File: config.mk
export PLATFORM = sky130hd
export DESIGN_NAME = cr_writeback
export DESIGN_NICKNAME = d
export VERILOG_FILES = /design/src/rtl/ppc_types_pkg.sv /design/src/rtl/cr_writeback_fifo.sv /design/src/rtl/cr_writeback.sv
export SDC_FILE = /design/constraint.sdc
export NUM_CORES = 1
export LEC_CHECK = 0
export CAP_MARGIN = 15
export CORE_MARGIN = 4
export CORE_UTILIZATION = 50
export DETAILED_ROUTE_END_ITERATION = 16
export GPL_TIMING_DRIVEN = 0
export HOLD_SLACK_MARGIN = 0.03
export PLACE_DENSITY = 0.79
export SLEW_MARGIN = 20
export SYNTH_ARGS = -nofsm -noshare
export SYNTH_HDL_FRONTEND = slang
export SYNTH_SLANG_ARGS = --single-unit
File: constraint.sdc
create_clock -name clk -period 3.9 [get_ports clk]
set_input_delay 0.585 -clock clk [delete_from_list [all_inputs] [get_ports clk]]
set_output_delay 0.585 -clock clk [all_outputs]
set_load 0.03 [all_outputs]
File: src/rtl/ppc_types_pkg.sv
// ppc_types: shared condition-register types for the writeback slice.
//   cr_field_t : one 4-bit CR field, bit 0 = LT, 1 = GT, 2 = EQ, 3 = SO
//   cr_addr_t  : CR field index, 0 = CR0 (most significant nibble of the CR)
//   cr_src_e   : which producer a CR result came from
//   cr_merge() : returns a 32-bit CR with one field replaced
package ppc_types;

  typedef logic [0:3] cr_field_t;
  typedef logic [0:2] cr_addr_t;

  typedef enum logic {
    CR_SRC_CMP = 1'b0,
    CR_SRC_CRL = 1'b1
  } cr_src_e;

  localparam int CR_FIELDS = 8;

  // The CR uses big-endian bit numbering: bit 0 is the MSB, field n spans
  // bits 4n..4n+3, so an ascending vector makes the slice arithmetic direct.
  function automatic logic [0:31] cr_merge(input logic [0:31] cr,
                                           input cr_addr_t    addr,
                                           input cr_field_t   field);
    logic [0:31] r;
    r = cr;
    r[4*int'(addr) +: 4] = field;
    return r;
  endfunction

endpackage

File: src/rtl/cr_writeback_fifo.sv
// cr_tag_fifo: registered completion-tag FIFO.
//   clk, rst                    : clock, synchronous active-high reset
//   in_valid/in_ready/in_data   : push side; in_ready = ~full (no pass-through)
//   out_valid/out_ready/out_data: pop side; out_data = entry at read pointer
//   full, empty                 : occupancy flags
// DEPTH must be a power of two (>= 2) so the pointers wrap naturally.
module cr_tag_fifo #(
  parameter int DEPTH = 4,
  parameter int WIDTH = 5
) (
  input  logic             clk,
  input  logic             rst,
  input  logic             in_valid,
  output logic             in_ready,
  input  logic [WIDTH-1:0] in_data,
  output logic             out_valid,
  input  logic             out_ready,
  output logic [WIDTH-1:0] out_data,
  output logic             full,
  output logic             empty
);

  localparam int AW = $clog2(DEPTH);
  localparam logic [AW:0] DEPTH_CNT = (AW+1)'(DEPTH);

  logic [WIDTH-1:0] mem [DEPTH];
  logic [AW-1:0]    wptr;
  logic [AW-1:0]    rptr;
  logic [AW:0]      count;
  logic             push;
  logic             pop;

  assign full      = (count == DEPTH_CNT);
  assign empty     = (count == '0);
  assign in_ready  = ~full;
  assign out_valid = ~empty;
  assign out_data  = mem[rptr];
  assign push      = in_valid & in_ready;
  assign pop       = out_valid & out_ready;

  always_ff @(posedge clk) begin
    if (rst) begin
      wptr  <= '0;
      rptr  <= '0;
      count <= '0;
      // Storage is cleared so the tag output reads zero after reset.
      for (int i = 0; i < DEPTH; i++) mem[i] <= '0;
    end else begin
      if (push) begin
        mem[wptr] <= in_data;
        wptr      <= wptr + 1'b1;
      end
      if (pop) rptr <= rptr + 1'b1;
      if (push && !pop)      count <= count + 1'b1;
      else if (pop && !push) count <= count - 1'b1;
    end
  end

endmodule

File: src/rtl/cr_writeback.sv
// cr_writeback: condition-register writeback stage.
// Arbitrates compare (cmp_*) and CR-logical (crl_*) field results, writes the
// winner into the architected 8 x 4-bit CR and queues its reservation-station
// tag on the completion channel (cpl_*).
//   clk, rst        : clock, synchronous active-high reset
//   cmp_* / crl_*   : producer channels (valid, ready, rs_id, addr, result)
//   cpl_*           : completion-tag channel toward rename/commit
//   cr_out          : architected CR, bit 31 here = CR0[LT] (PowerPC bit 0)
// Handshake: a transfer happens on a rising edge where valid and ready are both
// high. Ready may depend on valid; valid never depends on ready. Producers hold
// their payload stable while valid is high and ready is low.
// Optional build macro: CR_WB_BYPASS_EN -- cr_out also shows the field being
// written this cycle (zero-latency CR read). Without it cr_out is registered.
module cr_writeback
  import ppc_types::*;
#(
  parameter int RS_ID_WIDTH = 5,
  parameter int FIFO_DEPTH  = 4
) (
  input  logic                   clk,
  input  logic                   rst,
  input  logic                   cmp_valid,
  output logic                   cmp_ready,
  input  logic [RS_ID_WIDTH-1:0] cmp_rs_id,
  input  cr_addr_t               cmp_addr,
  input  cr_field_t              cmp_result,
  input  logic                   crl_valid,
  output logic                   crl_ready,
  input  logic [RS_ID_WIDTH-1:0] crl_rs_id,
  input  cr_addr_t               crl_addr,
  input  cr_field_t              crl_result,
  output logic                   cpl_valid,
  input  logic                   cpl_ready,
  output logic [RS_ID_WIDTH-1:0] cpl_rs_id,
  output logic [31:0]            cr_out
);

  cr_src_e                last_grant;
  logic [0:31]            cr_q;
  logic [0:31]            cr_next;
  logic                   grant_cmp;
  logic                   grant_crl;
  logic                   any_valid;
  logic                   xfer;
  logic [RS_ID_WIDTH-1:0] sel_rs_id;
  cr_addr_t               sel_addr;
  cr_field_t              sel_result;
  logic                   fifo_in_ready;
  logic                   fifo_out_valid;
  logic                   fifo_full;
  logic                   fifo_empty;

  // Round-robin: on a tie the source that did not win last time goes first.
  assign grant_cmp = cmp_valid & (~crl_valid | (last_grant == CR_SRC_CRL));
  assign grant_crl = crl_valid & ~grant_cmp;
  assign any_valid = cmp_valid | crl_valid;

  assign cmp_ready = ~fifo_full & grant_cmp;
  assign crl_ready = ~fifo_full & grant_crl;
  assign xfer      = any_valid & fifo_in_ready;

  assign sel_rs_id  = grant_cmp ? cmp_rs_id  : crl_rs_id;
  assign sel_addr   = grant_cmp ? cmp_addr   : crl_addr;
  assign sel_result = grant_cmp ? cmp_result : crl_result;
  assign cr_next    = cr_merge(cr_q, sel_addr, sel_result);

  always_ff @(posedge clk) begin
    if (rst) begin
      cr_q       <= '0;
      last_grant <= CR_SRC_CRL;
    end else if (xfer) begin
      cr_q       <= cr_next;
      last_grant <= grant_cmp ? CR_SRC_CMP : CR_SRC_CRL;
    end
  end

`ifdef CR_WB_BYPASS_EN
  assign cr_out = xfer ? cr_next : cr_q;
`else
  assign cr_out = cr_q;
`endif

  cr_tag_fifo #(
    .DEPTH (FIFO_DEPTH),
    .WIDTH (RS_ID_WIDTH)
  ) u_tag_fifo (
    .clk       (clk),
    .rst       (rst),
    .in_valid  (any_valid),
    .in_ready  (fifo_in_ready),
    .in_data   (sel_rs_id),
    .out_valid (fifo_out_valid),
    .out_ready (cpl_ready),
    .out_data  (cpl_rs_id),
    .full      (fifo_full),
    .empty     (fifo_empty)
  );

  assign cpl_valid = fifo_out_valid;

  // The FIFO flags and handshake outputs must always agree.
  flags_consistent: assert property (@(posedge clk) disable iff (rst)
    (fifo_in_ready == ~fifo_full) && (fifo_out_valid == ~fifo_empty));

endmodule

==> run_results.csv <==
group,metric,value,unit
clocking,insertion_delay,340,ps
yosys,syn_inst,235,
grt,overflow,0,
layout,drive_gt1_share,19.4,%
floorplan,die_h,82.3,um
floorplan,die_area,0.00677,mm^2
timing,final_max_slew_viol_count,0,
layout,area_growth,36.1,%
yosys,yosysSeqAreaShare,52.3,%
power,pwr_density_cell,552,mW/mm^2
worst_setup_path,arrival,2510,ps
timing,finalClockSkew,9.51,ps
power,p_leak,1.50,nW
yosys,synth-main-ff-cell,"dfxtp_1",
timing,setup_viol,0,
worst_setup_path,crit_fanout,10,
grt,grt_antenna_before_repair,0,
worst_setup_path,r2r_end,"u_tag_fifo.count[2]",
layout,multi_input_area,0.00127,mm^2
floorplan,die_w,82.3,um
worst_setup_path,r2r_cells,9,
clocking,cts-root-buf,"clkbuf_8",
worst_hold_path,min_from,"u_tag_fifo.count[2]",
drt,num_vias,1954,
worst_hold_path,hold_path_class,"reg -> reg",
timing,relSlewSlack,57.5,%
yosys,netlist_area,0.00276,mm^2
status,status,"finished clean",
yosys,postSynthNetCount,266,
power,p_comb_share,30.2,%
clocking,cts_resized,0,
power,p_int,0.00144,W
timing,fmax,324,MHz
yosys,postSynthAreaPerCell,11.7,um^2
clocking,cts_made_buffers,9,
timing,worst_pin_slew,635,ps
clocking,cts_setup_buffers,0,
placed_design,hpwl,4330,um
yosys,netlist_top_cells_count,"dfxtp_1 (42), nor2b_1 (35), nor2_1 (33), mux2_2 (28), edfxtp_1 (20)",
drt,via_per_inst,5.02,
placed_design,gp_congestion,0.757,
power,vdd_ir_drop_max,0.272,mV
job,drv_cap,0,
power,power.share.sequential,40.2,%
yosys,synth_edf_count,20,
worst_hold_path,worstHoldEndpoint,"u_tag_fifo.count[2]",
yosys,post_synth_num_cell_types,38,
timing,hold_viol_final,0,
timing,finalCritPeriodShare,79.2,%
layout,n_fill_cell,388,
clocking,cts_sinks,62,
clocking,clk_pin_slew,70,ps
grt,grt_max_degree,12,
drt,detail-route-antenna-nets,0,
layout,register_area,0.00144,mm^2
clocking,cts_tree,"done",
floorplan,row_count,26,
drt,post_drt_wl_per_cell,15.2,um
yosys,yosysMostFrequentCell,"dfxtp_1",
power,p_clk_share,29.6,%
placed_design,placed_area,0.00352,mm^2
drt,drc,0,
timing,fin_crit,3090,ps
yosys,synth_top_cells_by_area,"dfxtp_1 (31%), edfxtp_1 (22%), mux2_2 (11%)",
worst_hold_path,whs_path_depth,2,
clocking,clockBufferDepth,2,
floorplan,start_util,52.6,%
yosys,async_reset_ff_share,0,%
grt,grt_pass1_wl,9330,um
grt,track_usage,19.0,%
layout,final_nets,345,
grt,grt_pass1_vias,1957,
worst_setup_path,cp-start-kind,"input port",
timing,final.setup.tns,0,ps
clocking,h-tree-depth,3,
floorplan,io_pins,69,
layout,diodes,0,
layout,fin_area,0.00375,mm^2
power,swShare,30.7,%
drt,drt-initial-drc-count,78,
yosys,ys_ff_latch,62,
yosys,synth_top_cell_by_area,"dfxtp_1",
yosys,synth_top_area_share,30.5,%
drt,wl,5900,um
worst_setup_path,end_kind,"primary output",
worst_setup_path,required,3310,ps
worst_setup_path,worstSetupPathType,"in -> out",
drt,dr.pass1.iters,4,
placed_design,portBuffers,68,
clocking,hold_buffers,0,
yosys,ys_warn_count,0,
timing,rsz0062_at_grt,"no",
floorplan,fp.coreArea,0.00524,mm^2
layout,post-route-util,71.6,%
worst_setup_path,r2r-start,"u_tag_fifo.count[0]",
power,switchingPower,0.000636,W
worst_setup_path,reg2reg_slack,1660,ps
[routing by layer]
metal  vias to the layer above  GRT usage (%)  wire, um
met5                         -              0         0
met4                         0           9.14       112
met3                        12           5.42       314
met2                        49           32.5      2990
met1                       915           21.6      2480
li1                        978              -         -
[state kept, by name (all words and copies together), names as in the netlist, named ones only]
| register | flops |
|---|---|
| cr_out | 32 |
| u_tag_fifo.mem | 20 |
| u_tag_fifo.count | 3 |
| u_tag_fifo.rptr | 2 |
| u_tag_fifo.wptr | 2 |
| last_grant | 1 |
[kinds of logic after synthesis]
family          share of synthesized area, %
simple gates                            17.8
flops                                   52.3
mux                                     21.8
compound gates                          3.36
buf+inv                                 1.68
xor+xnor                                1.91
fa+ha+maj                               1.18
[area by class of cell]
type,count,share of cell area [%]
clock buffers,12,4.70
flip-flops and latches,62,38.4
inverters,4,0.400
repair buffers,68,18.1
well taps,70,2.33
multi-input cells,161,33.8
plain buffers,8,0.834
clock inverters,4,1.33
[worst max-delay path by stage]
| stage | slack, ps | to | startpoint |
|---|---|---|---|
| floorplan | 1660 | u_tag_fifo.count[2] | u_tag_fifo.count[0] |
| global placement | 830 | cmp_ready | crl_valid |
| detailed placement | 780 | cmp_ready | crl_valid |
| CTS | 780 | cmp_ready | crl_valid |
| global route | 690 | cmp_ready | crl_valid |
| finish | 810 | cmp_ready | crl_valid |
[critical path, stage by stage]
cell             delay (ps)
clkdlybuf4s50_1         580
inv_2                    70
o21ai_2                 210
buf_2                   370
nor2b_1                  80
clkdlybuf4s50_1         610
[through the flow]
stage                     hold WS, ps  instances  power (W)  setup WS [ps]
after floorplan                   462        235    0.00126           1660
after global placement            475        373    0.00146            830
after detailed placement          491        373    0.00147            784
after CTS                         502        389    0.00209            784
after global routing              532        389    0.00217            692
final                             504        389    0.00207            810
[layout by cell type, fill, tap and decap left out, types with 5 or more instances in the layout]
cell	count
xor2_1	5
dfxtp_1	42
clkbuf_1	6
edfxtp_1	20
nand2_1	5
mux2i_1	10
nor2_1	33
nor2b_1	35
mux2_2	28
mux4_2	5
clkbuf_8	11
clkdlybuf4s50_1	68
[power by group through the flow]
stage	registers, W	logic (W)	clock network [W]
3_5_place_dp	0.000846	0.000625	0
6_report	0.000833	0.000626	0.000613
4_1_cts	0.000833	0.000632	0.000624
3_3_place_gp	0.000843	0.000617	0
5_1_grt	0.000847	0.000676	0.000648
2_1_floorplan	0.000872	0.000387	0
(Power assumes the default switching activity.)
